### src/rtl/approx_mul_pkg.sv
// Shared types and constants for the sequential approximate multiplier.
// Build option: define APPROX_MUL_ZERO_SKIP_EN to short-circuit zero operands.
package approx_mul_pkg;

    typedef enum logic [1:0] {
        IDLE = 2'd0,
        MUL  = 2'd1,
        FIX  = 2'd2,
        DONE = 2'd3
    } state_t;

    localparam int unsigned NSTEPS    = 4;
    localparam logic [1:0]  LAST_STEP = 2'(NSTEPS - 1);

    localparam logic [5:0] SHIFT_STEP0 = 6'd0;
    localparam logic [5:0] SHIFT_STEP1 = 6'd16;
    localparam logic [5:0] SHIFT_STEP2 = 6'd16;
    localparam logic [5:0] SHIFT_STEP3 = 6'd32;

    function automatic logic [5:0] step_shift(input logic [1:0] step);
        logic [5:0] sh;
        case (step)
            2'd0:    sh = SHIFT_STEP0;
            2'd1:    sh = SHIFT_STEP1;
            2'd2:    sh = SHIFT_STEP2;
            default: sh = SHIFT_STEP3;
        endcase
        return sh;
    endfunction

    // Low n bits are OR-ed (no carry leaves them); the rest is an exact add.
    function automatic logic [31:0] approx_add32(input logic [31:0] a,
                                                 input logic [31:0] b,
                                                 input int unsigned n);
        logic [31:0] mask;
        mask = (n >= 32) ? '1 : ((32'h1 << n) - 32'h1);
        return ((a & ~mask) + (b & ~mask)) | ((a | b) & mask);
    endfunction

endpackage

### src/rtl/approx_acc_add.sv
// 64-bit accumulator adder: the low N32 bits are OR-approximated, the upper
// bits are an exact add with carry-in 0. Carry out of bit 63 is dropped.
module approx_acc_add #(
    parameter int N32 = 0
) (
    input  logic [63:0] a,
    input  logic [63:0] b,
    output logic [63:0] sum
);

    if (N32 <= 0) begin : g_exact
        assign sum = a + b;
    end else if (N32 >= 64) begin : g_all_or
        assign sum = a | b;
    end else begin : g_split
        logic [63-N32:0] hi;
        assign hi  = a[63:N32] + b[63:N32];
        assign sum = {hi, a[N32-1:0] | b[N32-1:0]};
    end

endmodule

### src/rtl/x16_approx_mul.sv
// 16x16 approximate multiplier built from 8x8 blocks (themselves from 4x4
// products); N4/N8/N16 select how many low bits each combining adder ORs.
module x16_approx_mul
    import approx_mul_pkg::*;
#(
    parameter int N16 = 0,
    parameter int N8  = 0,
    parameter int N4  = 0
) (
    input  logic [15:0] a,
    input  logic [15:0] b,
    output logic [31:0] p
);

    // pp8 index: 0 = aL*bL, 1 = aL*bH, 2 = aH*bL, 3 = aH*bH
    logic [15:0] pp8 [4];
    logic [31:0] mid16;

    genvar gi;
    for (gi = 0; gi < 4; gi++) begin : g_pp8
        logic [7:0]  a8, b8;
        logic [7:0]  p_ll, p_lh, p_hl, p_hh;
        logic [15:0] mid8;

        assign a8 = a[8*(gi/2) +: 8];
        assign b8 = b[8*(gi%2) +: 8];

        assign p_ll = {4'b0, a8[3:0]} * {4'b0, b8[3:0]};
        assign p_lh = {4'b0, a8[3:0]} * {4'b0, b8[7:4]};
        assign p_hl = {4'b0, a8[7:4]} * {4'b0, b8[3:0]};
        assign p_hh = {4'b0, a8[7:4]} * {4'b0, b8[7:4]};

        assign mid8    = 16'(approx_add32(32'(p_lh) << 4, 32'(p_hl) << 4, N4));
        assign pp8[gi] = 16'(approx_add32(32'({p_hh, p_ll}), 32'(mid8), N4));
    end

    assign mid16 = approx_add32(32'(pp8[1]) << 8, 32'(pp8[2]) << 8, N8);
    assign p     = approx_add32({pp8[3], pp8[0]}, mid16, N16);

endmodule

### src/rtl/approx_mul_seq32.sv
// Sequential 32x32 approximate multiplier: one 16x16 core reused over four
// steps, sign-magnitude handling, valid/ready on both sides.
// Build option: APPROX_MUL_ZERO_SKIP_EN sends zero operands straight to DONE.
module approx_mul_seq32
    import approx_mul_pkg::*;
#(
    parameter int N32 = 0,
    parameter int N16 = 0,
    parameter int N8  = 0,
    parameter int N4  = 0
) (
    input  logic        clk,
    input  logic        rst,
    input  logic        in_valid,
    output logic        in_ready,
    input  logic [31:0] in_a,
    input  logic [31:0] in_b,
    input  logic        in_a_signed,
    input  logic        in_b_signed,
    output logic        out_valid,
    input  logic        out_ready,
    output logic [63:0] out_result,
    output logic        busy
);

    state_t      state_reg, state_next;
    logic [31:0] a_mag_reg, b_mag_reg;
    logic        neg_reg;
    logic [63:0] acc_reg;
    logic [63:0] result_reg;
    logic [1:0]  step_reg;

    logic        a_neg, b_neg;
    logic [31:0] a_mag, b_mag;
    logic        accept;
    logic        zero_op;
    logic [15:0] core_a, core_b;
    logic [31:0] core_p;
    logic [63:0] pp_shifted;
    logic [63:0] acc_sum;

    // Two's-complement negate of 0x80000000 yields 0x80000000, the correct magnitude.
    assign a_neg  = in_a_signed & in_a[31];
    assign b_neg  = in_b_signed & in_b[31];
    assign a_mag  = a_neg ? (~in_a + 32'd1) : in_a;
    assign b_mag  = b_neg ? (~in_b + 32'd1) : in_b;
    assign accept = in_valid & in_ready;

`ifdef APPROX_MUL_ZERO_SKIP_EN
    assign zero_op = (a_mag == 32'd0) || (b_mag == 32'd0);
`else
    assign zero_op = 1'b0;
`endif

    // step[1] picks the a half, step[0] the b half.
    assign core_a     = step_reg[1] ? a_mag_reg[31:16] : a_mag_reg[15:0];
    assign core_b     = step_reg[0] ? b_mag_reg[31:16] : b_mag_reg[15:0];
    assign pp_shifted = 64'(core_p) << step_shift(step_reg);

    x16_approx_mul #(
        .N16 (N16),
        .N8  (N8),
        .N4  (N4)
    ) u_core (
        .a (core_a),
        .b (core_b),
        .p (core_p)
    );

    approx_acc_add #(
        .N32 (N32)
    ) u_acc_add (
        .a   (acc_reg),
        .b   (pp_shifted),
        .sum (acc_sum)
    );

    always_ff @(posedge clk) begin
        if (rst) begin
            state_reg <= IDLE;
        end else begin
            state_reg <= state_next;
        end
    end

    always_comb begin
        state_next = state_reg;
        case (state_reg)
            IDLE: if (accept) state_next = zero_op ? DONE : MUL;
            MUL:  if (step_reg == LAST_STEP) state_next = FIX;
            FIX:  state_next = DONE;
            DONE: if (out_ready) state_next = IDLE;
            default: state_next = IDLE;
        endcase
    end

    always_comb begin
        in_ready  = (state_reg == IDLE);
        out_valid = (state_reg == DONE);
        busy      = (state_reg != IDLE);
    end

    always_ff @(posedge clk) begin
        if (rst) begin
            a_mag_reg  <= '0;
            b_mag_reg  <= '0;
            neg_reg    <= 1'b0;
            acc_reg    <= '0;
            result_reg <= '0;
            step_reg   <= '0;
        end else begin
            case (state_reg)
                IDLE: begin
                    if (accept) begin
                        a_mag_reg <= a_mag;
                        b_mag_reg <= b_mag;
                        neg_reg   <= a_neg ^ b_neg;
                        acc_reg   <= '0;
                        step_reg  <= '0;
                        if (zero_op) begin
                            result_reg <= '0;
                        end
                    end
                end
                MUL: begin
                    acc_reg  <= acc_sum;
                    step_reg <= step_reg + 2'd1;
                end
                FIX: begin
                    result_reg <= neg_reg ? (~acc_reg + 64'd1) : acc_reg;
                end
                default: begin
                end
            endcase
        end
    end

    assign out_result = result_reg;

endmodule
### config.mk
export PLATFORM = sky130hd
export DESIGN_NAME = approx_mul_seq32
export DESIGN_NICKNAME = d
export VERILOG_FILES = /design/src/rtl/approx_mul_pkg.sv /design/src/rtl/approx_acc_add.sv /design/src/rtl/x16_approx_mul.sv /design/src/rtl/approx_mul_seq32.sv
export SDC_FILE = /design/constraint.sdc
export NUM_CORES = 1
export LEC_CHECK = 0
export ABC_AREA = 1
export CORE_ASPECT_RATIO = 0.7
export CORE_MARGIN = 2
export CORE_UTILIZATION = 50
export DETAILED_ROUTE_END_ITERATION = 16
export DONT_BUFFER_PORTS = 1
export GPL_TIMING_DRIVEN = 0
export PLACE_DENSITY = 0.75
export SKIP_LAST_GASP = 1
export SLEW_MARGIN = 20
export SYNTH_ARGS = -nofsm -noshare
export SYNTH_HDL_FRONTEND = slang
export SYNTH_SLANG_ARGS = --single-unit
### constraint.sdc
create_clock -name clk -period 27.3 [get_ports clk]
set_clock_uncertainty 0.15 [all_clocks]
set_input_delay 2.73 -clock clk [delete_from_list [all_inputs] [get_ports clk]]
set_output_delay 2.73 -clock clk [all_outputs]
set_load 0.05 [all_outputs]
==> flow_metrics.env <==
export IMPL_fin_tns_setup_ns=0
export IMPL_rsz0062_at_grt="no"
export IMPL_cts_buffers=17
export IMPL_start_util_pct=50.9
export IMPL_netlist_area_um2=25200
export IMPL_ys_top_cells_by_count="669 x nand2_1, 569 x inv_1, 507 x nor2_1"
export IMPL_cts_path_max_buffers=2
export IMPL_dp_hpwl_um=74600
export IMPL_vias_per_cell=5.74
export IMPL_syn_to_final_growth_pct=5.90
export IMPL_drive_gt1_share_pct=3.16
export IMPL_worstMarginPinSlew_ns=1.21
export IMPL_arrival_ns=12.19
export IMPL_endpoint_kind="flop"
export IMPL_fin_nets=4322
export IMPL_critPathMaxStageDelay_ns=0.57
export IMPL_slew_headroom_pct=19.0
export IMPL_rows=68
export IMPL_yosysTopAreaCell="ha_1"
export IMPL_first_global_vias=24000
export IMPL_track_usage_pct=34.4
export IMPL_postCtsHoldBufs=0
export IMPL_cp_max_fo=10
export IMPL_cts_setup_buffers=0
export IMPL_synth_edf_count=0
export IMPL_finalWirelength_um=89700
export IMPL_grt_pass1_wl_um=138000
export IMPL_clk_latency_ns=0.49
export IMPL_core_area_um2=49500
export IMPL_cts_resized=0
export IMPL_synth_flop_cell="dfxtp_1"
export IMPL_vias=25800
export IMPL_ios=137
export IMPL_ant_nets=0
export IMPL_drc_errors=0
export IMPL_path_clk_slew_ns=0.09
export IMPL_setup_viol=0
export IMPL_synthesis_nets=4303
export IMPL_gp_congestion=1.06
export IMPL_ys_ff_latch=197
export IMPL_dieArea_um2=52200
export IMPL_dieHeight_um=192
export IMPL_fillers=5069
export IMPL_clock_root_buffer="clkbuf_16"
export IMPL_cts_tree="done"
export IMPL_finalNonFillerCells=4496
export IMPL_critPathKind="reg -> reg"
export IMPL_yosys_warnings=0
export IMPL_slowest_stage="fa_1"
export IMPL_grt_max_degree=22
export IMPL_synthTopCellsByArea="ha_1 16%, dfxtp_1 16%, nand2_1 10%"
export IMPL_syn_area_per_cell_um2=6.63
export IMPL_n_antenna_cell=0
export IMPL_maxCapViolCount=0
export IMPL_antenna_found_initial=0
export IMPL_yosysUniqueCellTypes=53
export IMPL_wire_per_inst_um=20.0
export IMPL_min_period_ns=11.93
export IMPL_synth_seq_area_share_pct=15.7
export IMPL_hold_path_class="reg -> reg"
export IMPL_crit_required_ns=27.56
export IMPL_gr_total_overflow=0
export IMPL_period_share_pct=43.7
export IMPL_finalHoldViolations=0
export IMPL_synth_top_cell_area_share_pct=16.4
export IMPL_fmax_mhz=83.8
export IMPL_io_buffers=0
export IMPL_maxSlewViolCount=0
export IMPL_h_tree_depth=4
export IMPL_initialDrtViolationCount=3056
export IMPL_die_w_um=272
export IMPL_async_reset_ff_share_pct=0
export IMPL_status="finished clean"
export IMPL_dr_pass1_iters=9
export IMPL_yosysMostFrequentCell="nand2_1"
export IMPL_startpoint_type="flop"
export IMPL_numPlacedInstances=4464
export IMPL_syn_inst=3799
export IMPL_cts_sinks=197
==> cells by family after synthesis <==
| kind of cell | count (synthesis) | share of synthesized area (%) |
|---|---|---|
| buffers and inverters | 680 | 10.1 |
| muxes | 4 | 0.159 |
| xor gates and xnor gates | 202 | 7.03 |
| AOI/OAI and AO/OA | 830 | 18.3 |
| adders and majority gates | 434 | 24.7 |
| DFF | 197 | 15.7 |
| and+or+nand+nor | 1452 | 24.0 |
==> final cells by class <==
cell class | count | area (um^2) | area share, %
well taps | 665 | 832 | 3.12
clock buffers | 18 | 439 | 1.65
plain buffers | 103 | 389 | 1.46
clock inverters | 14 | 173 | 0.647
multi-input cells | 2922 | 18700 | 70.2
inverters | 577 | 2170 | 8.12
flip-flops and latches | 197 | 3940 | 14.8
==> critical path, delay by kind of cell (launching register included) <==
| family | cells | cell delay, ns |
|---|---|---|
| buf+inv | 9 | 1.68 |
| compound gates | 16 | 2.82 |
| simple gates | 19 | 2.67 |
| fa+ha+maj | 8 | 3.35 |
| flops | 1 | 0.40 |
| xor+xnor | 3 | 0.75 |
==> layer usage <==
layer,GRT usage (%),share of wire (%),up-vias
met4,6.57,1.9,0
met2,46.5,37,1426
met1,51.1,45,11800
li1,-,-,12500
met3,13.2,16,144
met5,0,0,-
==> per-stage QoR <==
step                      cell area, um^2  setup WS, ns  util, %  hold WS (ns)
final                               26700         15.37     53.9         0.327
after global routing                26700         14.53     53.9         0.351
after CTS                           26700         15.61     53.8         0.325
after detailed placement            26000         15.66     52.6         0.313
after global placement              26000         15.76     52.5         0.300
after floorplan                     25200         18.25        -         0.291
==> final timing paths <==
| kind | start | end | slack, ns | cells past startpoint |
|---|---|---|---|---|
| worst max-delay path | step_reg[0] | acc_reg[56] | 15.37 | 55 |
| worst min-delay path | b_mag_reg[31] | b_mag_reg[31] | 0.33 | 2 |
| worst max register to register | step_reg[0] | acc_reg[56] | 15.37 | 55 |
| worst min register to register | b_mag_reg[31] | b_mag_reg[31] | 0.33 | 2 |
==> cells in the final DEF, fill, tap and decap left out, drive strengths merged, types with 2 or more instances in the layout <==
cell,instances
fa,104
nand2,673
nor4,11
and3,2
or2,33
o21a,10
a211oi,6
buf,7
ha,330
a21oi,367
a21boi,4
o221a,2
nand3,130
xor2,134
o22ai,9
o31ai,6
nand3b,7
nand4,28
o221ai,36
nor3,43
dfxtp,197
inv,582
mux2i,4
o21bai,15
o211ai,33
clkinv,9
nor2,517
a31oi,22
o21ai,302
a21o,16
clkbuf,114
xnor2,68
and2,5
Power is not shown: default switching activity piles up to over one toggle a cycle in this logic, so the estimate is an artifact.
